**config.mk**
```make
export PLATFORM = sky130hd
export DESIGN_NAME = filters_dline_seq
export DESIGN_NICKNAME = d
export VERILOG_FILES = /design/src/rtl/filters_dline_seq.sv
export SDC_FILE = /design/constraint.sdc
export NUM_CORES = 1
export LEC_CHECK = 0
export CORE_UTILIZATION = 43
export CTS_CLUSTER_DIAMETER = 40
export DETAILED_ROUTE_END_ITERATION = 10
export PLACE_DENSITY = 0.86
export RECOVER_POWER = 100
export SYNTH_ARGS = -nofsm -noshare
export SYNTH_HDL_FRONTEND = slang
export SYNTH_SLANG_ARGS = --single-unit
export TNS_END_PERCENT = 10
```
**constraint.sdc**
```tcl
create_clock -name clk -period 2.6 [get_ports clk]
set_clock_uncertainty 0.05 [all_clocks]
set_input_delay 0.39 -clock clk [delete_from_list [all_inputs] [get_ports clk]]
set_output_delay 0.39 -clock clk [all_outputs]
set_load 0.01 [all_outputs]
```
**src/rtl/filters_dline_seq.sv**
```systemverilog
// filters_dline_seq: circular-buffer history sequencer that streams NTAPS newest-to-oldest taps per sample.
// Define FILTERS_DLINE_OVERRUN_EN to build the sticky overrun detector.
module filters_dline_seq #(
   parameter int DWIDTH = 16,
   parameter int NTAPS  = 32,
   parameter int AWIDTH = $clog2(NTAPS)
) (
   input  logic              clk,
   input  logic              rst_n,
   input  logic              sample_valid,
   input  logic [DWIDTH-1:0] sample_data,
   output logic              sample_ready,
   input  logic              flush,
   output logic              busy,
   output logic [AWIDTH-1:0] ram_wraddr,
   output logic [AWIDTH-1:0] ram_rdaddr,
   output logic              ram_wren,
   output logic [DWIDTH-1:0] ram_d,
   input  logic [DWIDTH-1:0] ram_q,
   output logic              tap_valid,
   output logic [DWIDTH-1:0] tap_data,
   output logic [AWIDTH-1:0] tap_idx,
   output logic              tap_last,
   output logic              overrun
);
   localparam logic [AWIDTH-1:0] LAST = AWIDTH'(NTAPS - 1);
   typedef enum logic [1:0] {CLEAR, IDLE, READ} state_t;
   state_t state_q, state_d;
   logic [AWIDTH-1:0] wr_ptr_q, wr_ptr_d, rd_ptr_q, rd_ptr_d;
   logic [AWIDTH-1:0] rd_cnt_q, rd_cnt_d, clr_cnt_q, clr_cnt_d, tap_idx_q;
   logic              tap_valid_q, tap_last_q;
   always_comb begin
      state_d      = state_q;
      wr_ptr_d     = wr_ptr_q;
      rd_ptr_d     = rd_ptr_q;
      rd_cnt_d     = rd_cnt_q;
      clr_cnt_d    = clr_cnt_q;
      ram_wren     = 1'b0;
      ram_wraddr   = wr_ptr_q;
      ram_d        = sample_data;
      sample_ready = 1'b0;
      case (state_q)
         CLEAR: begin
            ram_wren   = 1'b1;
            ram_wraddr = clr_cnt_q;
            ram_d      = '0;
            clr_cnt_d  = (clr_cnt_q == LAST) ? '0 : clr_cnt_q + AWIDTH'(1);
            if (clr_cnt_q == LAST) begin
               state_d  = IDLE;
               wr_ptr_d = '0;
            end
         end
         IDLE: begin
            sample_ready = !flush;
            if (flush) begin
               state_d   = CLEAR;
               clr_cnt_d = '0;
            end else if (sample_valid) begin
               ram_wren = 1'b1;
               rd_ptr_d = wr_ptr_q;
               rd_cnt_d = '0;
               state_d  = READ;
            end
         end
         READ: begin
            rd_ptr_d = (rd_ptr_q == '0) ? LAST : rd_ptr_q - AWIDTH'(1);
            rd_cnt_d = rd_cnt_q + AWIDTH'(1);
            if (rd_cnt_q == LAST) begin
               wr_ptr_d = (wr_ptr_q == LAST) ? '0 : wr_ptr_q + AWIDTH'(1);
               state_d  = IDLE;
            end
         end
         default: state_d = CLEAR;
      endcase
   end
   always_ff @(posedge clk or negedge rst_n) begin
      if (!rst_n) begin
         state_q     <= CLEAR;
         wr_ptr_q    <= '0;
         rd_ptr_q    <= '0;
         rd_cnt_q    <= '0;
         clr_cnt_q   <= '0;
         tap_valid_q <= 1'b0;
         tap_idx_q   <= '0;
         tap_last_q  <= 1'b0;
      end else begin
         state_q     <= state_d;
         wr_ptr_q    <= wr_ptr_d;
         rd_ptr_q    <= rd_ptr_d;
         rd_cnt_q    <= rd_cnt_d;
         clr_cnt_q   <= clr_cnt_d;
         tap_valid_q <= state_q == READ;
         tap_idx_q   <= rd_cnt_q;
         tap_last_q  <= state_q == READ && rd_cnt_q == LAST;
      end
   end
   // Tap tags are delayed one cycle to line up with the RAM's registered read data.
   assign ram_rdaddr = rd_ptr_q;
   assign busy       = state_q != IDLE;
   assign tap_valid  = tap_valid_q;
   assign tap_idx    = tap_idx_q;
   assign tap_last   = tap_last_q;
   assign tap_data   = ram_q;
`ifdef FILTERS_DLINE_OVERRUN_EN
   logic overrun_q;
   always_ff @(posedge clk or negedge rst_n) begin
      if (!rst_n) overrun_q <= 1'b0;
      else if (state_q == IDLE && flush) overrun_q <= 1'b0;
      else if (sample_valid && state_q != IDLE) overrun_q <= 1'b1;
   end
   assign overrun = overrun_q;
`else
   assign overrun = 1'b0;
`endif
endmodule

```
==> run metrics <==
run status=complete, but fails checks; violated checks=capacitance limit, slew limit; Crit Path Category=reg -> out; HP Start=rd_cnt_q[4]$_DFFE_PN0P_; Sw Share=34.0%; top-area cell type share of the netlist area=42.5%; DRC errors left=0; Post-Syn Area=0.00171 sq mm; first-pass GRT wire length=5880 um; Comb power frac=45.1%; Setup Buffers After CTS=0; Hold Fails Final Rpt=0; Static Leak=1.06 nW; Mapped Cells=165; Max Cap Violations=1; Worst Hold Class=reg -> reg; share of layout cells above drive strength 1=10.9%; Die Ht=65.0 um; vias in the first global route=1236; CORE AREA=0.00374 sq mm; Root Buffer=clkbuf_8; Synth async-reset ratio=100%; Compound-Gate Fraction of Synth Area=11.1%; multi-input logic area=796 sq um; CP required=2.16 ns; Final ANT Viol Nets=0; CTS tree=done; final setup fails=0; Max Slew Vio Count=30; Setup TNS=0 ns; clock latency at the later pin of the worst-skew pair=0.28 ns; share of power burned in registers=31.7%; yosys warns=0; Detail Placement HPWL=2590 um; hold buffer count at CTS=0; Max VDD drop=0.544 mV; Yosys reg bits=29; Area after DPL=0.00220 sq mm; Syn Nets=208; die span in x=65.0 um; sw power=812 uW; H-tree depth=2; crit start category=flop; Post-Synth Adder-Cell Area=5.13%; Final min period=2.40 ns; sequential fraction of the synthesis area=42.5%; IO Pins=89; number of enable flip-flop cells after synthesis=0; Simple-Gate Fraction of Synth Area=22.9%; Layout fillers=314; maximum clock frequency=0.416 GHz; largest family of logic cells by synthesized area=simple AND/OR/NAND/NOR gates; ranking of synthesized cells by area=dfrtp_1 (42%), buf_4 (7.9%), nor2b_1 (5.9%), ha_1 (5.1%), mux2_2 (3.3%); routed wire length=3640 um; TritonCTS buffer count=5; diode count=0; Std-Cell Rows=22; Worst R2R Start=rd_cnt_q[0]$_DFFE_PN0P_; clock slew at reported path FFs=0.06 ns; GRT Total Usage=18.3%; initial antenna violation count=0; most common cell in the synthesized netlist=dfrtp_1; Post-synth top cells=dfrtp_1 (29), buf_4 (18), nor2b_1 (16); Register Area=726 sq um; # port buffers=55; synthesis-to-layout area growth=35.8%; multiplexer share of the synthesized area=7.11%; DR WL/cell=14.1 um; routed vias=1381; Layout Nets=253; area leader, netlist=dfrtp_1; largest net degree at the start of global routing=30; Iter 0 DRT Violations=47; Vias/cell=5.33; Longest Clk Path Bufs=2; Pre-antenna DRT Iters=4; post_cts resized=0; Avg Synthesized Cell Area=10.4 sq um; Setup crit end kind=primary output; count of different cell masters after synthesis=38; CP max FO=23; Synth Flop Type=dfrtp_1; pin slew with the least headroom to its limit=1.52 ns; Initial Utilization=45.6%; gpl congestion=0.754; Synth Area in XOR/XNOR=0.513%; GRT overflow=0; clock group share of total power=23.3%; start point of the critical path=state_q[1]$_DFFE_PN0P_; internal cell power=1.58 mW; RSZ-0062 raised after global routing=no; Die ar.=0.00423 sq mm; pwr/cell area=1030 mW/mm^2; clk sink count=29; critical path arrival=1.96 ns; Final Cell Area=0.00232 sq mm; fin crit share=92.4%; Max-slew headroom=-1.05%
==> sequential cells by signal, summed over array words and instances (netlist names) <==
signal,cells
clr_cnt_q,5
ram_rdaddr,5
rd_cnt_q,5
tap_idx,5
wr_ptr_q,5
state_q,2
tap_last,1
tap_valid,1
==> cell families after synthesis <==
group,after synthesis
buf+inv,27
mux,11
fa+ha+maj,7
simple gates,63
xor+xnor,1
other cells,1
compound gates,26
flops,29
==> through the flow <==
step           instances  util, %  setup WS, ns  power [mW]  hold WS [ns]
2_1_floorplan        165        -         0.865        1.41        0.0444
3_3_place_gp         251     58.7         0.450        1.87         0.343
3_5_place_dp         251     58.7         0.405        1.91         0.352
4_1_cts              259     62.3         0.284        2.47         0.366
5_1_grt              259     61.9         0.108        2.55         0.392
6_report             259     61.9         0.197        2.39         0.370
==> final cells by class <==
| type | instances | share of cell area, % |
|---|---|---|
| clock inverter | 3 | 2.81 |
| tap | 48 | 2.59 |
| inverter | 4 | 0.648 |
| multi-input combinational | 109 | 34.3 |
| sequential | 29 | 31.3 |
| timing repair buffer | 61 | 25.4 |
| clock buffer | 5 | 2.97 |
==> power by group through the flow <==
stage | Clock, mW | Combinational, mW | Sequential [mW]
after floorplan | 0 | 0.632 | 0.773
after global placement | 0 | 1.12 | 0.755
after detailed placement | 0 | 1.14 | 0.765
after CTS | 0.564 | 1.15 | 0.759
after global routing | 0.591 | 1.18 | 0.782
final | 0.556 | 1.08 | 0.757
==> layer usage <==
metal	share of wire [%]	routed length (um)	GRT usage, %	vias to the layer above
li1	-	-	-	661
met1	44	1620	23.9	657
met2	47	1720	28.3	52
met3	7.4	269	6.34	11
met4	1.2	42	6.25	0
met5	0	0	0	-
==> worst max-delay path: stages, from the launching register on <==
cell	delay [ns]
dfrtp_1	0.37
nor2_1	0.10
buf_4	0.26
mux2_2	0.36
dlygate4sd3_1	0.60
==> placed cells by master, fill, tap and decap left out, types with 2 or more instances in the layout <==
cell type | netlist | layout
nand2_1 | 6 | 6
nand2b_1 | 3 | 3
bufinv_16 | 0 | 2
o2bb2ai_1 | 6 | 6
ha_1 | 7 | 7
nor3b_1 | 2 | 2
mux2_2 | 5 | 5
dfrtp_1 | 29 | 29
a21oi_1 | 4 | 4
o31ai_1 | 2 | 2
nor2_1 | 7 | 7
nor2b_1 | 16 | 16
dlygate4sd3_1 | 0 | 33
buf_4 | 18 | 4
a22o_1 | 5 | 5
nor4_1 | 2 | 2
clkbuf_1 | 1 | 2
nor3_1 | 7 | 7
clkbuf_8 | 0 | 5
and3_1 | 4 | 4
inv_1 | 4 | 4
or2_2 | 2 | 2
o21ai_0 | 5 | 5
mux2i_1 | 5 | 5
and4bb_2 | 2 | 2
nand3_1 | 6 | 6
clkdlybuf4s50_1 | 0 | 22
==> path summary, 6_finish.rpt <==
| kind | end | slack [ns] | depth (start not counted) |
|---|---|---|---|
| setup / recovery | ram_wraddr[1] | 0.20 | 4 |
| hold / removal | tap_idx[4]$_DFF_PN0_ | 0.37 | 0 |
| setup reg to reg | wr_ptr_q[0]$_DFFE_PN0P_ | 0.62 | 6 |
| hold reg to reg | tap_idx[4]$_DFF_PN0_ | 0.37 | 0 |
| max in group asynchronous | ram_rdaddr[4]$_DFFE_PN0P_ | 0.65 | 2 |
| min in group asynchronous | tap_idx[2]$_DFF_PN0_ | 0.96 | 2 |
Power figures use the tool's default switching activity.
==> patch 1 (same flow settings) <==
The option `FILTERS_DLINE_OVERRUN_EN` is turned on by a define.
--- a/src/rtl/filters_dline_seq.sv
+++ b/src/rtl/filters_dline_seq.sv
@@ -1,5 +1,7 @@
 // filters_dline_seq: circular-buffer history sequencer that streams NTAPS newest-to-oldest taps per sample.
 // Define FILTERS_DLINE_OVERRUN_EN to build the sticky overrun detector.
+`define FILTERS_DLINE_OVERRUN_EN
+
 module filters_dline_seq #(
    parameter int DWIDTH = 16,
    parameter int NTAPS  = 32,
Behaviour: not the same (a bounded check fails within 4 cycles, from zero or initial values and one cycle with rst_n low).
==> patch 1 against the original RTL <==
  * The flow still finishes with violations (capacitance limit, slew limit)
  * Via count rose by 2.6%
  * Die area rose by 0.57%
  * Area after synthesis rose by 0.59%
  * Non-clock buffer count rose by 1
  * Cell area fell by 0.86%
  * Core utilization fell by 0.53 points
  * Sequential cell count rose by 1
  * Setup slack improved by 0.064 ns
  * Power fell by 9.4%
  * Wire length fell by 3.0%
  * Largest cell class unchanged
  * Highest routed layer unchanged
==> patch 1: results (changes against the original RTL) <==
synthesis:
  synth_nets: 215  # +3.4%
  synth-compound-area-share_pct: 10.42  # -0.65 points
  synth_xor_area_share_pct: 0.5098  # -0.0030 points
  synth_fa_ha_area_share_pct: 5.098  # -0.030 points
  yosysSeqAreaShare_pct: 43.70  # +1.2 points
  syn_avg_cell_area_um2: 9.988  # -3.5%
  synth_common_cells: "dfrtp_1 (30), buf_4 (17), nor2b_1 (11), nand2_1 (10), nor2_1 (10)"
  synth.area.mux_share_pct: 6.846  # -0.26 points
  synth_area_leaders: "dfrtp_1 (44%), buf_4 (7.4%), ha_1 (5.1%)"
  synth_cell_type_count: 42  # +11%
placed_design:
  placed_area_um2: 2218  # +0.91%
  dp_cells: 258  # +2.8%
  dp_slack_ns: 0.4095  # +0.004809 ns
  dp.final_hpwl_um: 2606  # +0.49%
  portBuffers: 56  # +1.8%
  place.gp.congestion: 0.8078  # +7.1%
routing:
  wl_met2_um: 1679  # -2.2%
  wl_met3_um: 247  # -8.2%
  drt_iter0_drc: 60  # +28%
  wl_met1_um: 1510  # -6.5%
  detail_route.wl_per_cell_um: 13.29  # -5.5%
clock_tree:
  clkSlewWorstSetupHoldPaths_ns: 0.06  # about the same
  cts_resized: 0  # unchanged
  cts_setup_buffers: 0  # unchanged
global_route:
  grt_max_degree: 31  # +3.3%
  grt_pass1_wl_um: 5961  # +1.4%
  grt_util_all_layers_pct: 18.71  # +0.36 points
  grt_pass1_vias: 1357  # +9.8%
power_and_ir_drop:
  p_leak_nw: 1.083  # +1.9%
  vdd_drop_max_mv: 0.5256  # -3.5%
flow_run:
  maxCapViolations: 1  # unchanged
setup_path:
  cp_slowest_stage_delay_ns: 0.60  # about the same
  worstPathMaxFanout: 13  # -43%
  cp.arrival_ns: 1.90  # -0.06 ns
layout:
  fillers: 322  # +2.5%
  layout-drive-gt1-share_pct: 7.798  # -3.1 points
  final_cells: 266  # +2.7%
  nets: 260  # +2.8%
sta:
  drv_slew: 31  # +3.3%
  relSlewSlack_pct: -2.510  # -1.5 points
outcome:
  status: "complete, but fails checks"
  violations: "capacitance limit, slew limit"
[patch 1: logic make-up (layout without fill, tap and decap cells)]
family / after synthesis / in the layout
compound gates: 26 / 26
xor+xnor: 1 / 1
fa+ha+maj: 7 / 7
buf+inv: 32 / 78
flops: 30 / 30
mux: 11 / 11
simple gates: 65 / 65
[patch 1: area by class of cell]
| type | instances | share of cell area [%] |
|---|---|---|
| multi-input combinational | 110 | 33.59 |
| sequential | 30 | 32.66 |
| timing repair buffer | 62 | 25.86 |
| clock buffer | 7 | 3.756 |
| tap | 48 | 2.613 |
| inverter | 8 | 1.306 |
| clock inverter | 1 | 0.2177 |
[patch 1: metal layers]
metal,vias to the layer above,GRT usage (%)
met5,-,0
met4,0,11.68
met3,14,5.556
met2,58,30.41
met1,668,21.40
li1,677,-
[patch 1: path summary, 6_finish.rpt]
path | startpoint | end | slack (ns) | cells past startpoint
min in group asynchronous | rst_n | rd_cnt_q[2]$_DFFE_PN0P_ | 0.98 | 2
worst min register to register | rd_cnt_q[4]$_DFFE_PN0P_ | tap_idx[4]$_DFF_PN0_ | 0.36 | 0
worst min-delay path | rd_cnt_q[4]$_DFFE_PN0P_ | tap_idx[4]$_DFF_PN0_ | 0.36 | 0
max in group asynchronous | rst_n | clr_cnt_q[2]$_DFFE_PN0P_ | 0.62 | 2
worst max register to register | state_q[1]$_DFFE_PN0P_ | wr_ptr_q[1]$_DFFE_PN0P_ | 0.50 | 5
worst max-delay path | state_q[1]$_DFFE_PN0P_ | sample_ready | 0.26 | 4
[patch 1: report_power, final]
part	internal [mW]	total, mW	switching [mW]	leakage, nW
clock	0.213	0.380	0.167	0.0482
sequential	0.644	0.797	0.154	0.368
combinational	0.554	0.988	0.434	0.667
total	1.41	2.17	0.754	1.08
==> patch 2 (same settings) <==
Without the edit above. The 3 states of `state_t` get a one-hot encoding in 3 bits.
--- a/src/rtl/filters_dline_seq.sv
+++ b/src/rtl/filters_dline_seq.sv
@@ -24,7 +24,7 @@
    output logic              overrun
 );
    localparam logic [AWIDTH-1:0] LAST = AWIDTH'(NTAPS - 1);
-   typedef enum logic [1:0] {CLEAR, IDLE, READ} state_t;
+   typedef enum logic [2:0] {CLEAR = 3'b001, IDLE = 3'b010, READ = 3'b100} state_t;
    state_t state_q, state_d;
    logic [AWIDTH-1:0] wr_ptr_q, wr_ptr_d, rd_ptr_q, rd_ptr_d;
    logic [AWIDTH-1:0] rd_cnt_q, rd_cnt_d, clr_cnt_q, clr_cnt_d, tap_idx_q;
Formal check against the unedited RTL: no difference found for any inputs over 10 cycles, from zero or initial values and one cycle with rst_n low; not proved beyond that.
==> patch 2 against the original RTL <==
  * The run still ends with capacitance limit, slew limit left
  * Count of clock-buffer cells in the layout stayed put
  * Highest routed layer unchanged
  * Fmax is 1.4% lower
  * Non-clock buffer count up 2
  * Hold slack better by 0.0060 ns
  * Clock power shrank 37%
  * Setup slack lost 0.034 ns
  * Power down 36%
  * Area after synthesis up 4.0%
  * Sequential cell count rose by 1
  * Cell count grew 12%
  * Wire length up 7.2%
  * Global-route usage increased by 1.1 points
  * Cell area up 0.54%
==> patch 2: results (changes against the original RTL) <==
sta:
  drv_slew: 31  # +3.3%
  worst_slew_pin_slew_ns: 1.591  # +0.07556 ns
synthesis:
  synth_cell_type_count: 41  # +7.9%
  synth.area.mux_share_pct: 0.5634  # -6.5 points
  synth_fa_ha_area_share_pct: 4.930  # -0.20 points
  yosysSeqAreaShare_pct: 42.32  # -0.17 points
  synth_area_leaders: "dfrtp_1 (41%), buf_4 (8.0%), and2_1 (6.0%)"
  synth_xor_area_share_pct: 0.4930  # -0.020 points
  synth_common_cells: "dfrtp_1 (29), nand2_1 (24), buf_4 (19), and2_1 (17)"
  synth-compound-area-share_pct: 15.21  # +4.1 points
  syn_inst: 198  # +20%
  synth_nets: 241  # +16%
outcome:
  violations: "capacitance limit, slew limit"
  status: "complete, but fails checks"
routing:
  wl_um: 3908  # +7.2%
  drt_iter0_drc: 105  # +120%
  num_vias: 1510  # +9.3%
layout:
  area_growth_pct: 31.20
  fillers: 371  # +18%
  nets: 283  # +12%
  layout-drive-gt1-share_pct: 6.250  # -4.7 points
  final_cells: 290  # +12%
global_route:
  grt_max_degree: 31  # +3.3%
  grt_pass1_wl_um: 6361  # +8.2%
  grt_pass1_vias: 1381  # +12%
  grt_util_all_layers_pct: 19.45  # +1.1 points
min_path:
  min-delay-start: "rd_cnt_q[3]$_DFFE_PN0P_"
flow_run:
  maxCapViolations: 1  # unchanged
setup_path:
  reg2reg_from: "state_q[1]$_DFFE_PN0P_"
  critical_path.top_delay_family: "simple AND/OR/NAND/NOR gates"
  cp.arrival_ns: 2.00  # +0.04 ns
  cp_slowest_cell: "dfstp_2"
  worstPathMaxFanout: 28  # +22%
  cp-startpoint: "state_q[0]$_DFFE_PN1P_"
placed_design:
  dp_cells: 283  # +13%
  place.gp.congestion: 0.8217  # +9.0%
  dp.final_hpwl_um: 2955  # +14%
  placed_area_um2: 2267  # +3.1%
clock_tree:
  cts_resized: 3  # +3
power_and_ir_drop:
  p_leak_nw: 1.031  # -3.0%
  vdd_drop_max_mv: 0.2250  # -59%
## patch 2: cell count changes after synthesis, moves of 4 or more
cell / delta
inv_1: +4
mux2_2: -5
nor3_1: -6
a21oi_1: +6
mux2i_1: -4
o22ai_1: +4
nand2_1: +18
o21ai_0: +5
nor2b_1: -14
o2bb2ai_1: -6
and2_1: +16
## patch 2: layer usage
metal / global-route usage [%] / vias up / wire length, um
met1: 24.92 / 713 / 1727
met4: 8.511 / 0 / 44
li1: - / 746 / -
met5: 0 / - / 0
met2: 30.99 / 46 / 1945
met3: 4.655 / 5 / 191
## patch 2: stage by stage
stage                     worst slack [ns]   TNS (ns)
after floorplan                     0.4892          0
after CTS                        -0.005489  -0.005489
after global routing               0.06186          0
after detailed placement            0.1658          0
after global placement              0.1724          0
final                               0.1633          0
## patch 2: final timing paths
path / slack, ns / cells past startpoint / end
max in group asynchronous: 0.58 / 2 / clr_cnt_q[1]$_DFFE_PN0P_
max reg2reg: 0.30 / 6 / wr_ptr_q[3]$_DFFE_PN0P_
min reg2reg: 0.38 / 0 / tap_idx[3]$_DFF_PN0_
min: 0.38 / 0 / tap_idx[3]$_DFF_PN0_
min in group asynchronous: 0.99 / 2 / ram_rdaddr[2]$_DFFE_PN0P_
max: 0.16 / 3 / ram_d[14]
## patch 2: kinds of logic after synthesis
kind of cell             Yosys count
adder cells (fa/ha/maj)            7
AND/OR/NAND/NOR                   80
XOR/XNOR                           1
flip-flops                        30
AO/OA/AOI/OAI                     42
other                              1
multiplexers                       1
buffers and inverters             36
## patch 2: layout make-up
| cell class | count | share of cell area [%] |
|---|---|---|
| multi-input combinational | 132 | 34.89 |
| sequential | 30 | 32.26 |
| timing repair buffer | 63 | 25.50 |
| clock buffer | 5 | 2.952 |
| tap | 50 | 2.684 |
| inverter | 8 | 1.288 |
| clock inverter | 2 | 0.4294 |
## patch 2: report_power, final
group / total, mW / switching [mW] / internal [mW]
combinational: 0.542 / 0.241 / 0.300
clock: 0.353 / 0.174 / 0.179
sequential: 0.627 / 0.0852 / 0.542
total: 1.52 / 0.500 / 1.02
